--- config.mk ---
export PLATFORM = sky130hd
export DESIGN_NAME = uart_frame_router
export DESIGN_NICKNAME = d
export VERILOG_FILES = /design/src/rtl/uart_frame_pkg.sv /design/src/rtl/rx_idle_timer.sv /design/src/rtl/uart_frame_router.sv
export SDC_FILE = /design/constraint.sdc
export NUM_CORES = 1
export LEC_CHECK = 0
export CAP_MARGIN = 20
export CORE_ASPECT_RATIO = 0.8
export CORE_MARGIN = 8
export CORE_UTILIZATION = 50
export DETAILED_ROUTE_END_ITERATION = 6
export GPL_TIMING_DRIVEN = 0
export HOLD_SLACK_MARGIN = 0.1
export PLACE_DENSITY = 0.72
export SLEW_MARGIN = 30
export SYNTH_ARGS = -nofsm -noshare
export SYNTH_HDL_FRONTEND = slang
export SYNTH_SLANG_ARGS = --single-unit
--- constraint.sdc ---
create_clock -name clk -period 2.6 [get_ports clk]
set_input_delay 0.39 -clock clk [delete_from_list [all_inputs] [get_ports clk]]
set_output_delay 0.39 -clock clk [all_outputs]
set_load 0.03 [all_outputs]
--- src/rtl/uart_frame_pkg.sv ---
// uart_frame_pkg
// Shared definitions for the UART frame router and its helpers:
//   - state_t   : frame parser states
//   - ERR_*     : err_code values reported with frame_err
//   - DEF_*     : default sync marker and command-range base
//   - is_cmd()  : true when a byte falls in the 16-byte command window
package uart_frame_pkg;

  typedef enum logic [2:0] {
    S_IDLE    = 3'd0,
    S_CHAN    = 3'd1,
    S_LEN_HI  = 3'd2,
    S_LEN_LO  = 3'd3,
    S_PAYLOAD = 3'd4,
    S_CHECK   = 3'd5
  } state_t;

  localparam logic [1:0] ERR_BAD_CH   = 2'd0;
  localparam logic [1:0] ERR_BAD_LEN  = 2'd1;
  localparam logic [1:0] ERR_CHECKSUM = 2'd2;
  localparam logic [1:0] ERR_TIMEOUT  = 2'd3;

  localparam logic [7:0] DEF_SYNC_BYTE = 8'hA5;
  localparam logic [7:0] DEF_CMD_BASE  = 8'hC0;

  // 9-bit compare so a base near 8'hFF does not wrap the window
  function automatic logic is_cmd(input logic [7:0] b, input logic [7:0] base);
    return ({1'b0, b} >= {1'b0, base}) && ({1'b0, b} <= ({1'b0, base} + 9'd15));
  endfunction

endpackage

--- src/rtl/rx_idle_timer.sv ---
// rx_idle_timer
// Idle watchdog: a down-counter reloaded with CYCLES on i_clr and decremented
// while i_en is high. o_expire pulses for one cycle on the cycle whose clock
// edge completes CYCLES enabled, uncleared cycles. A clear on that same cycle
// suppresses the pulse.
// Ports:
//   clk, rst  : clock, synchronous active-high reset (counter -> 0)
//   i_clr     : reload the counter (activity seen)
//   i_en      : count this cycle
//   o_expire  : one-cycle expiry strobe (combinational from the count)
module rx_idle_timer #(
  parameter int CYCLES = 1_000_000
) (
  input  logic clk,
  input  logic rst,
  input  logic i_clr,
  input  logic i_en,
  output logic o_expire
);

  localparam int CNT_W = $clog2(CYCLES + 1);

  logic [CNT_W-1:0] r_cnt;

  always_ff @(posedge clk) begin
    if (rst) begin
      r_cnt <= '0;
    end else if (i_clr) begin
      r_cnt <= CNT_W'(CYCLES);
    end else if (i_en && (r_cnt != '0)) begin
      r_cnt <= r_cnt - CNT_W'(1);
    end
  end

  assign o_expire = i_en && !i_clr && (r_cnt == CNT_W'(1));

endmodule

--- src/rtl/uart_frame_router.sv ---
// uart_frame_router
// Parses frames SYNC, CHAN, LEN_HI, LEN_LO, payload from a shared UART byte
// stream and steers payload bytes to one of NUM_CH one-hot channel strobes.
// Bytes in the command window seen while idle are forwarded on cmd_*.
// Optional build macro UART_FRAME_ROUTER_CHECKSUM_EN adds a trailing XOR
// checksum byte (over CHAN, LEN_HI, LEN_LO and payload) checked in S_CHECK.
// Ports:
//   clk, rst               : clock, synchronous active-high reset
//   in_data, in_valid      : received byte and its one-cycle strobe
//   ch_enable              : per-channel accept mask, sampled at CHAN
//   out_data, out_valid    : payload byte, one-hot channel strobe
//   out_last               : with the final payload byte
//   cmd_data, cmd_valid    : idle command byte and strobe
//   frame_done, frame_err  : frame accepted / aborted pulses
//   err_code               : reason for the latest frame_err (held)
//   busy                   : parser is inside a frame
module uart_frame_router
  import uart_frame_pkg::*;
#(
  parameter int         NUM_CH         = 4,
  parameter int         LEN_W          = 16,
  parameter int         MAX_LEN        = 13128,
  parameter int         TIMEOUT_CYCLES = 1_000_000,
  parameter logic [7:0] SYNC_BYTE      = DEF_SYNC_BYTE,
  parameter logic [7:0] CMD_BASE       = DEF_CMD_BASE
) (
  input  logic              clk,
  input  logic              rst,
  input  logic [7:0]        in_data,
  input  logic              in_valid,
  input  logic [NUM_CH-1:0] ch_enable,
  output logic [7:0]        out_data,
  output logic [NUM_CH-1:0] out_valid,
  output logic              out_last,
  output logic [7:0]        cmd_data,
  output logic              cmd_valid,
  output logic              frame_done,
  output logic              frame_err,
  output logic [1:0]        err_code,
  output logic              busy
);

  localparam int CH_W = (NUM_CH > 1) ? $clog2(NUM_CH) : 1;

  state_t            r_state, w_state_nxt;
  logic [CH_W-1:0]   r_ch, w_ch_nxt;
  logic [7:0]        r_len_hi, w_len_hi_nxt;
  logic [LEN_W-1:0]  r_rem, w_rem_nxt;
  logic [7:0]        r_out_data, w_out_data_nxt;
  logic [NUM_CH-1:0] r_out_valid, w_out_valid_nxt;
  logic              r_out_last, w_out_last_nxt;
  logic [7:0]        r_cmd_data, w_cmd_data_nxt;
  logic              r_cmd_valid, w_cmd_valid_nxt;
  logic              r_done, w_done_nxt;
  logic              r_err, w_err_nxt;
  logic [1:0]        r_err_code, w_err_code_nxt;
`ifdef UART_FRAME_ROUTER_CHECKSUM_EN
  logic [7:0]        r_ck, w_ck_nxt;
`endif

  logic [15:0]      w_len_raw;
  logic [LEN_W-1:0] w_len;
  logic             w_len_bad;
  logic             w_ch_ok;
  logic             w_expire;

  // Length is big-endian; upper bits beyond LEN_W are dropped
  assign w_len_raw = {r_len_hi, in_data};
  assign w_len     = LEN_W'(w_len_raw);
  assign w_len_bad = 32'(w_len) > 32'(MAX_LEN);
  // Range check guards the mask index for out-of-range ids
  assign w_ch_ok   = (32'(in_data) < 32'(NUM_CH)) && ch_enable[in_data[CH_W-1:0]];

  rx_idle_timer #(
    .CYCLES(TIMEOUT_CYCLES)
  ) u_timer (
    .clk     (clk),
    .rst     (rst),
    .i_clr   (in_valid),
    .i_en    (r_state != S_IDLE),
    .o_expire(w_expire)
  );

  always_comb begin
    w_state_nxt     = r_state;
    w_ch_nxt        = r_ch;
    w_len_hi_nxt    = r_len_hi;
    w_rem_nxt       = r_rem;
    w_out_data_nxt  = r_out_data;
    w_out_valid_nxt = '0;
    w_out_last_nxt  = 1'b0;
    w_cmd_data_nxt  = r_cmd_data;
    w_cmd_valid_nxt = 1'b0;
    w_done_nxt      = 1'b0;
    w_err_nxt       = 1'b0;
    w_err_code_nxt  = r_err_code;
`ifdef UART_FRAME_ROUTER_CHECKSUM_EN
    w_ck_nxt        = r_ck;
`endif
    if (in_valid) begin
      case (r_state)
        S_IDLE: begin
          if (in_data == SYNC_BYTE) begin
            w_state_nxt = S_CHAN;
`ifdef UART_FRAME_ROUTER_CHECKSUM_EN
            w_ck_nxt    = 8'h00;
`endif
          end else if (is_cmd(in_data, CMD_BASE)) begin
            w_cmd_data_nxt  = in_data;
            w_cmd_valid_nxt = 1'b1;
          end
        end
        S_CHAN: begin
          w_ch_nxt = in_data[CH_W-1:0];
`ifdef UART_FRAME_ROUTER_CHECKSUM_EN
          w_ck_nxt = in_data;
`endif
          if (w_ch_ok) begin
            w_state_nxt = S_LEN_HI;
          end else begin
            w_err_nxt      = 1'b1;
            w_err_code_nxt = ERR_BAD_CH;
            w_state_nxt    = S_IDLE;
          end
        end
        S_LEN_HI: begin
          w_len_hi_nxt = in_data;
`ifdef UART_FRAME_ROUTER_CHECKSUM_EN
          w_ck_nxt     = r_ck ^ in_data;
`endif
          w_state_nxt  = S_LEN_LO;
        end
        S_LEN_LO: begin
          w_rem_nxt = w_len;
`ifdef UART_FRAME_ROUTER_CHECKSUM_EN
          w_ck_nxt  = r_ck ^ in_data;
`endif
          if (w_len_bad) begin
            w_err_nxt      = 1'b1;
            w_err_code_nxt = ERR_BAD_LEN;
            w_state_nxt    = S_IDLE;
          end else if (w_len == '0) begin
`ifdef UART_FRAME_ROUTER_CHECKSUM_EN
            w_state_nxt = S_CHECK;
`else
            w_done_nxt  = 1'b1;
            w_state_nxt = S_IDLE;
`endif
          end else begin
            w_state_nxt = S_PAYLOAD;
          end
        end
        S_PAYLOAD: begin
          w_out_data_nxt        = in_data;
          w_out_valid_nxt[r_ch] = 1'b1;
          w_rem_nxt             = r_rem - LEN_W'(1);
`ifdef UART_FRAME_ROUTER_CHECKSUM_EN
          w_ck_nxt              = r_ck ^ in_data;
`endif
          if (r_rem == LEN_W'(1)) begin
            w_out_last_nxt = 1'b1;
`ifdef UART_FRAME_ROUTER_CHECKSUM_EN
            w_state_nxt    = S_CHECK;
`else
            w_done_nxt     = 1'b1;
            w_state_nxt    = S_IDLE;
`endif
          end
        end
`ifdef UART_FRAME_ROUTER_CHECKSUM_EN
        S_CHECK: begin
          if (in_data == r_ck) begin
            w_done_nxt = 1'b1;
          end else begin
            w_err_nxt      = 1'b1;
            w_err_code_nxt = ERR_CHECKSUM;
          end
          w_state_nxt = S_IDLE;
        end
`endif
        default: w_state_nxt = S_IDLE;
      endcase
    end else if (w_expire) begin
      w_err_nxt      = 1'b1;
      w_err_code_nxt = ERR_TIMEOUT;
      w_state_nxt    = S_IDLE;
    end
  end

  always_ff @(posedge clk) begin
    if (rst) begin
      r_state     <= S_IDLE;
      r_ch        <= '0;
      r_len_hi    <= '0;
      r_rem       <= '0;
      r_out_data  <= '0;
      r_out_valid <= '0;
      r_out_last  <= 1'b0;
      r_cmd_data  <= '0;
      r_cmd_valid <= 1'b0;
      r_done      <= 1'b0;
      r_err       <= 1'b0;
      r_err_code  <= '0;
`ifdef UART_FRAME_ROUTER_CHECKSUM_EN
      r_ck        <= '0;
`endif
    end else begin
      r_state     <= w_state_nxt;
      r_ch        <= w_ch_nxt;
      r_len_hi    <= w_len_hi_nxt;
      r_rem       <= w_rem_nxt;
      r_out_data  <= w_out_data_nxt;
      r_out_valid <= w_out_valid_nxt;
      r_out_last  <= w_out_last_nxt;
      r_cmd_data  <= w_cmd_data_nxt;
      r_cmd_valid <= w_cmd_valid_nxt;
      r_done      <= w_done_nxt;
      r_err       <= w_err_nxt;
      r_err_code  <= w_err_code_nxt;
`ifdef UART_FRAME_ROUTER_CHECKSUM_EN
      r_ck        <= w_ck_nxt;
`endif
    end
  end

  assign out_data   = r_out_data;
  assign out_valid  = r_out_valid;
  assign out_last   = r_out_last;
  assign cmd_data   = r_cmd_data;
  assign cmd_valid  = r_cmd_valid;
  assign frame_done = r_done;
  assign frame_err  = r_err;
  assign err_code   = r_err_code;
  assign busy       = (r_state != S_IDLE);

endmodule

### Word level (Yosys, flattened, before mapping)

Index checks and enable logic that the tools add are counted.

* add/sub/neg operators: 2
* $mul: 0
* div/mod/pow operators: 0
* magnitude comparators: 7
* equal/unequal tests: 12
* shift operators: 0
* muxes and demuxes: 30
* bitwise logic cells: 4
* reduce and logical (&&, ||, !) cells: 25

Operators by type and width (count)
* two-way mux 20 bit: 2
* case mux 16 bit (2 select lines): 1
* == test 20 x 1 -> 1 bit, second input constant: 1
* nonzero test 20 bit: 1
* subtractor 20 x 1 -> 20 bit, second input constant: 1
* two-way mux 3 bit: 6
* == test 16 x 1 -> 1 bit, second input constant: 1
* greater-than comparator 16 x 14 -> 1 bit, second input constant: 1
* zero test 16 bit: 1
* subtractor 16 x 1 -> 16 bit, second input constant: 1
* case mux 3 bit (5 select lines): 1
* != test 3 bit, second input constant: 4
* two-way mux 1 bit: 10
* two-way mux 2 bit: 5
* == test 8 bit, second input constant: 1
* greater-or-equal comparator 8 bit, second input constant: 1
* <= comparator 8 bit, second input constant: 1
* < comparator 8 x 3 -> 1 bit, second input constant: 1
* AND reduction 2 bit: 4
* AND reduction 4 bit: 2
* == test 3 x 2 -> 1 bit, second input constant: 2
* logical AND 1 bit: 6
* < comparator 2 x 3 -> 1 bit, second input constant: 2
* nonzero test 2 bit: 3
* other kinds (16): 21

* bits in registers: 75
* latch bits: 0
* RAM bits: 0
* ROM bits: 0
* output and inout bits: 27
* word-level logic and storage cells: 94
* memories: 0

### Longest topological paths before layout

* depth after elaboration: 6
* mapped depth: 8

### Hierarchy

Synthesis repeated with hierarchy kept, for this count alone.

* cell total of the unflattened synthesis: 447
* area total of the unflattened synthesis: 3783.6 µm²

Modules (own cells, without submodules)
* uart_frame_router: times used 1, cells each 322, area an instance 2638.8 µm², seq. area each 1101.1 µm²
* rx_idle_timer: times used 1, cells each 125, area an instance 1144.8 µm², seq. area each 400.4 µm²

### Worst setup path before layout

Ideal clock, no wire load.

* path type: input to register
* start point: input port in_data[0]
* end point: register r_err_code[0], in the netlist err_code[0]
* data arrival time: 1.860 ns
* required time: 2.478 ns
* slack: 0.619 ns
* cell stages on the path: 6
* cells stage by stage: clkbuf_1 mux4_2 nor3b_1 o21ai_0 or3b_1 o311a_1

* longest elaborated chain between the ends: 5
* elaborated cells on any way between the ends: 8
* classes of those cells: 2 x order compare; 2 x eq/ne; 2 x mux; 2 x reduce/logical

RTL lines
* start: declaration: line uart_frame_router.sv:29 `input logic [7:0] in_data,`
* parallel branches: the longest is 4 deep, another holds greater-than comparator 16 x 14 -> 1 bit
* AND reduction 4 bit (no source line) (*)
* end signal: assignment: line uart_frame_router.sv:219 `r_err_code <= w_err_code_nxt;`
* end: declaration: line uart_frame_router.sv:56 `logic [1:0] r_err_code, w_err_code_nxt;`

Every way passes the cells marked *. The select of a mux whose other input is x is not followed.
A chain may end at the register's enable or synchronous reset.

### Final worst setup path

* start point: register r_state[0]
* end point: output port busy

* longest elaborated chain between the ends: 1

RTL lines
* start: declaration: line uart_frame_router.sv:45 `state_t r_state, w_state_nxt;`
* start signal: assignment: line uart_frame_router.sv:208 `r_state <= w_state_nxt;`
* nonzero test 3 bit: line uart_frame_router.sv:234 `assign busy = (r_state != S_IDLE);`
* end: declaration: line uart_frame_router.sv:40 `output logic busy`

Every way passes these cells.

==> results.json <==
{
  "numClockSinks": 75,
  "io_pins": 42,
  "reg2reg_setup_slack_ns": 0.38,
  "dpl.hpwl_um": 7180,
  "drt.antenna.violating_nets": 0,
  "setup_repair_after_global_routing_missed_its_margin": "no",
  "layout_common_cells": "dfxtp_1, nand2_1, nor2_1",
  "skew_ns": 0.0105,
  "power.leakage_nw": 1.50,
  "synth_area_leaders": "dfxtp_1, a21oi_1, nand2_1, nor2_1, xor2_1",
  "dieHeight_um": 92.3,
  "timing.max_cap.violations": 0,
  "min_path_type": "flop to flop",
  "ff2ff_path_depth": 5,
  "tightest_slew_ns": 0.791,
  "antenna_cells_inserted": 0,
  "drt-pass1-iter-count": 5,
  "finish.net_count": 506,
  "pre_cts_slack_ns": -0.0270,
  "post-synth-top-area-cell": "dfxtp_1",
  "worst_case_setup_margin_in_the_final_layout_ns": 0.186,
  "synth.yosys.warnings": 0,
  "totalPowerFinal_mw": 2.27,
  "rows": 27,
  "timing.slew.headroom_pct": 46.9,
  "buffers_inserted_during_post_cts_setup_optimization": 0,
  "cts_max_level": 3,
  "path_clk_slew_ns": 0.08,
  "start_util_pct": 52.2,
  "synth_edf_count": 0,
  "critical-path-max-stage-delay_ns": 0.65,
  "layout.cells.most_common": "dfxtp_1",
  "power.density_nw_per_um2": 527,
  "synth-seq-area-share_pct": 41.3,
  "timing.rr.start": "u_timer.r_cnt[11]",
  "postSynthCellCount": 438,
  "mappedNetlistArea_um2": 3640,
  "num-fill-cells": 614,
  "start_kind": "flop",
  "track_usage_pct": 19.1,
  "finalCritPeriodShare_pct": 92.8,
  "die_footprint_um2": 10300,
  "route.vias.total": 3484,
  "gr-total-overflow": 0,
  "worst-endpoint-required_ns": 2.21,
  "hold_slack_ns": 0.458,
  "cts_hold_repair.buffers": 0,
  "drt_iter0_drc": 329,
  "postRouteWirelength_um": 9820,
  "drt_drc_violations_left": 0,
  "placeableCoreArea_um2": 6960,
  "clk_root_buffer_cell": "clkbuf_8",
  "final_layout_size_suffix_gt1_share_pct": 7.33,
  "irDropWorstVdd_v": 0.000317,
  "cp_slowest_cell": "clkdlybuf4s50_1",
  "hold-path-cell-count": 2,
  "port_buffers": 37,
  "dp.cells": 562,
  "asr_flop_ratio_synth_pct": 0,
  "via_per_inst": 6.03,
  "min_to": "out_data[7]",
  "max_freq_mhz": 414,
  "worstPathMaxFanout": 10,
  "maxSlewViolCount": 0,
  "criticalPathCategory": "flop to primary output",
  "worstHoldStart": "out_data[7]",
  "synth_register_bits": 75,
  "number_of_global_route_vias_before_repair": 3192,
  "synthesis.nets": 458,
  "cts_buffers": 9,
  "outcome": "complete, no violations",
  "place_congestion": 0.924,
  "layout-area-overhead-vs-synth_pct": 18.5,
  "synth.lib_cells_used.distinct": 60,
  "critPathArrivalTime_ns": 2.02,
  "grt_max_degree": 14,
  "post-synth-top-area-fraction_pct": 41.3,
  "critical_path.endpoint_type": "primary output",
  "cts_tree": "done",
  "grt_pass1_wl_um": 16200,
  "insertion_delay_ns": 0.35,
  "avgSynthCellArea_um2": 8.30,
  "setup_viol": 0,
  "post_cts_resized": 0,
  "fin_util_pct": 61.9,
  "worstPathCellList": "buf_2 > nor3_2 > inv_1 > clkdlybuf4s50_1",
  "clk_path_buf_depth": 2,
  "period_minus_slack_ns": 2.41,
  "r2r_end": "r_state[0]",
  "ys_dominant_reg_cell": "dfxtp_1",
  "timing.final.hold_violations": 0,
  "routed_wire_length_per_instance_um": 17.0,
  "antenna_found_initial": 0,
  "final-instance-count-excl-fill": 578,
  "die_width_um": 111
}
## synthesized netlist by cell type (4+ instances only)
cell type and instances:
a211oi_1 9, a21oi_1 42, and2_1 4, clkbuf_1 22
dfxtp_1 75, ha_1 5, inv_1 13, mux2i_1 5
nand2_1 56, nand3_1 11, nand4_1 10, nor2_1 49
nor3_1 13, nor4_1 9, nor4b_1 4, o211ai_1 4
o21a_1 4, o21ai_0 14, o22ai_1 4, or4_4 4
xnor2_1 4, xor2_1 14
## final cells by class
type	instances	area, µm²	share of cell area, %
Clock inverter	6	63.8	1.48
Tap cell	87	109	2.53
Multi-Input combinational cell	325	1990	46.2
Inverter	13	48.8	1.13
Timing Repair Buffer	37	370	8.60
Buffer	25	97.6	2.27
Sequential cell	75	1500	34.9
Clock buffer	10	128	2.96
## logic make-up (layout without fill, tap and decap cells)
family | Yosys count | in the layout | synth area share [%]
AOI/OAI and AO/OA | 101 | 101 | 17.7
xor gates and xnor gates | 18 | 18 | 4.34
adders and majority gates | 5 | 5 | 1.72
and+or+nand+nor | 195 | 195 | 28.9
DFF | 75 | 75 | 41.3
buffers and inverters | 38 | 91 | 4.03
muxes | 6 | 6 | 2.00
## layer usage
layer  track usage (%)  vias up  wire, µm
met5                 0        -         0
met4              5.65        0       106
met3              5.53       12       929
met2              27.8      185      4080
met1              26.5     1604      4710
li1                  -     1683         -
## flip-flops by register name, indices dropped and copies added (netlist names)
register	cells
cmd_data	8
cmd_valid	1
err_code	2
frame_done	1
frame_err	1
out_data	8
out_last	1
out_valid	4
r_ch	2
r_len_hi	8
r_rem	16
r_state	3
u_timer.r_cnt	20
## worst max-delay path by stage
stage,startpoint,end,cells past startpoint
2_1_floorplan,in_data[0],err_code[0],6
4_1_cts,r_state[0],busy,4
6_report,r_state[0],busy,4
5_1_grt,r_state[0],busy,4
3_3_place_gp,in_data[7],frame_done,6
3_5_place_dp,in_data[7],frame_done,6
## metrics by stage
step / cell area, µm² / setup TNS, ns
3_3_place_gp: 4120 / 0
6_report: 4310 / 0
5_1_grt: 4310 / 0
3_5_place_dp: 4120 / -0.0270
2_1_floorplan: 3640 / 0
4_1_cts: 4310 / 0
## power breakdown
part | switching (mW) | total [mW] | internal [mW]
clock | 0.435 | 0.878 | 0.443
combinational | 0.130 | 0.210 | 0.0804
sequential | 0.0188 | 1.18 | 1.17
## worst max-delay path, delay by kind of cell, from the launching register on
family,cells,cell delay (ns)
flops,1,0.30
buf+inv,3,1.03
simple gates,1,0.36
Note: power is estimated with default switching activity, not from simulation.
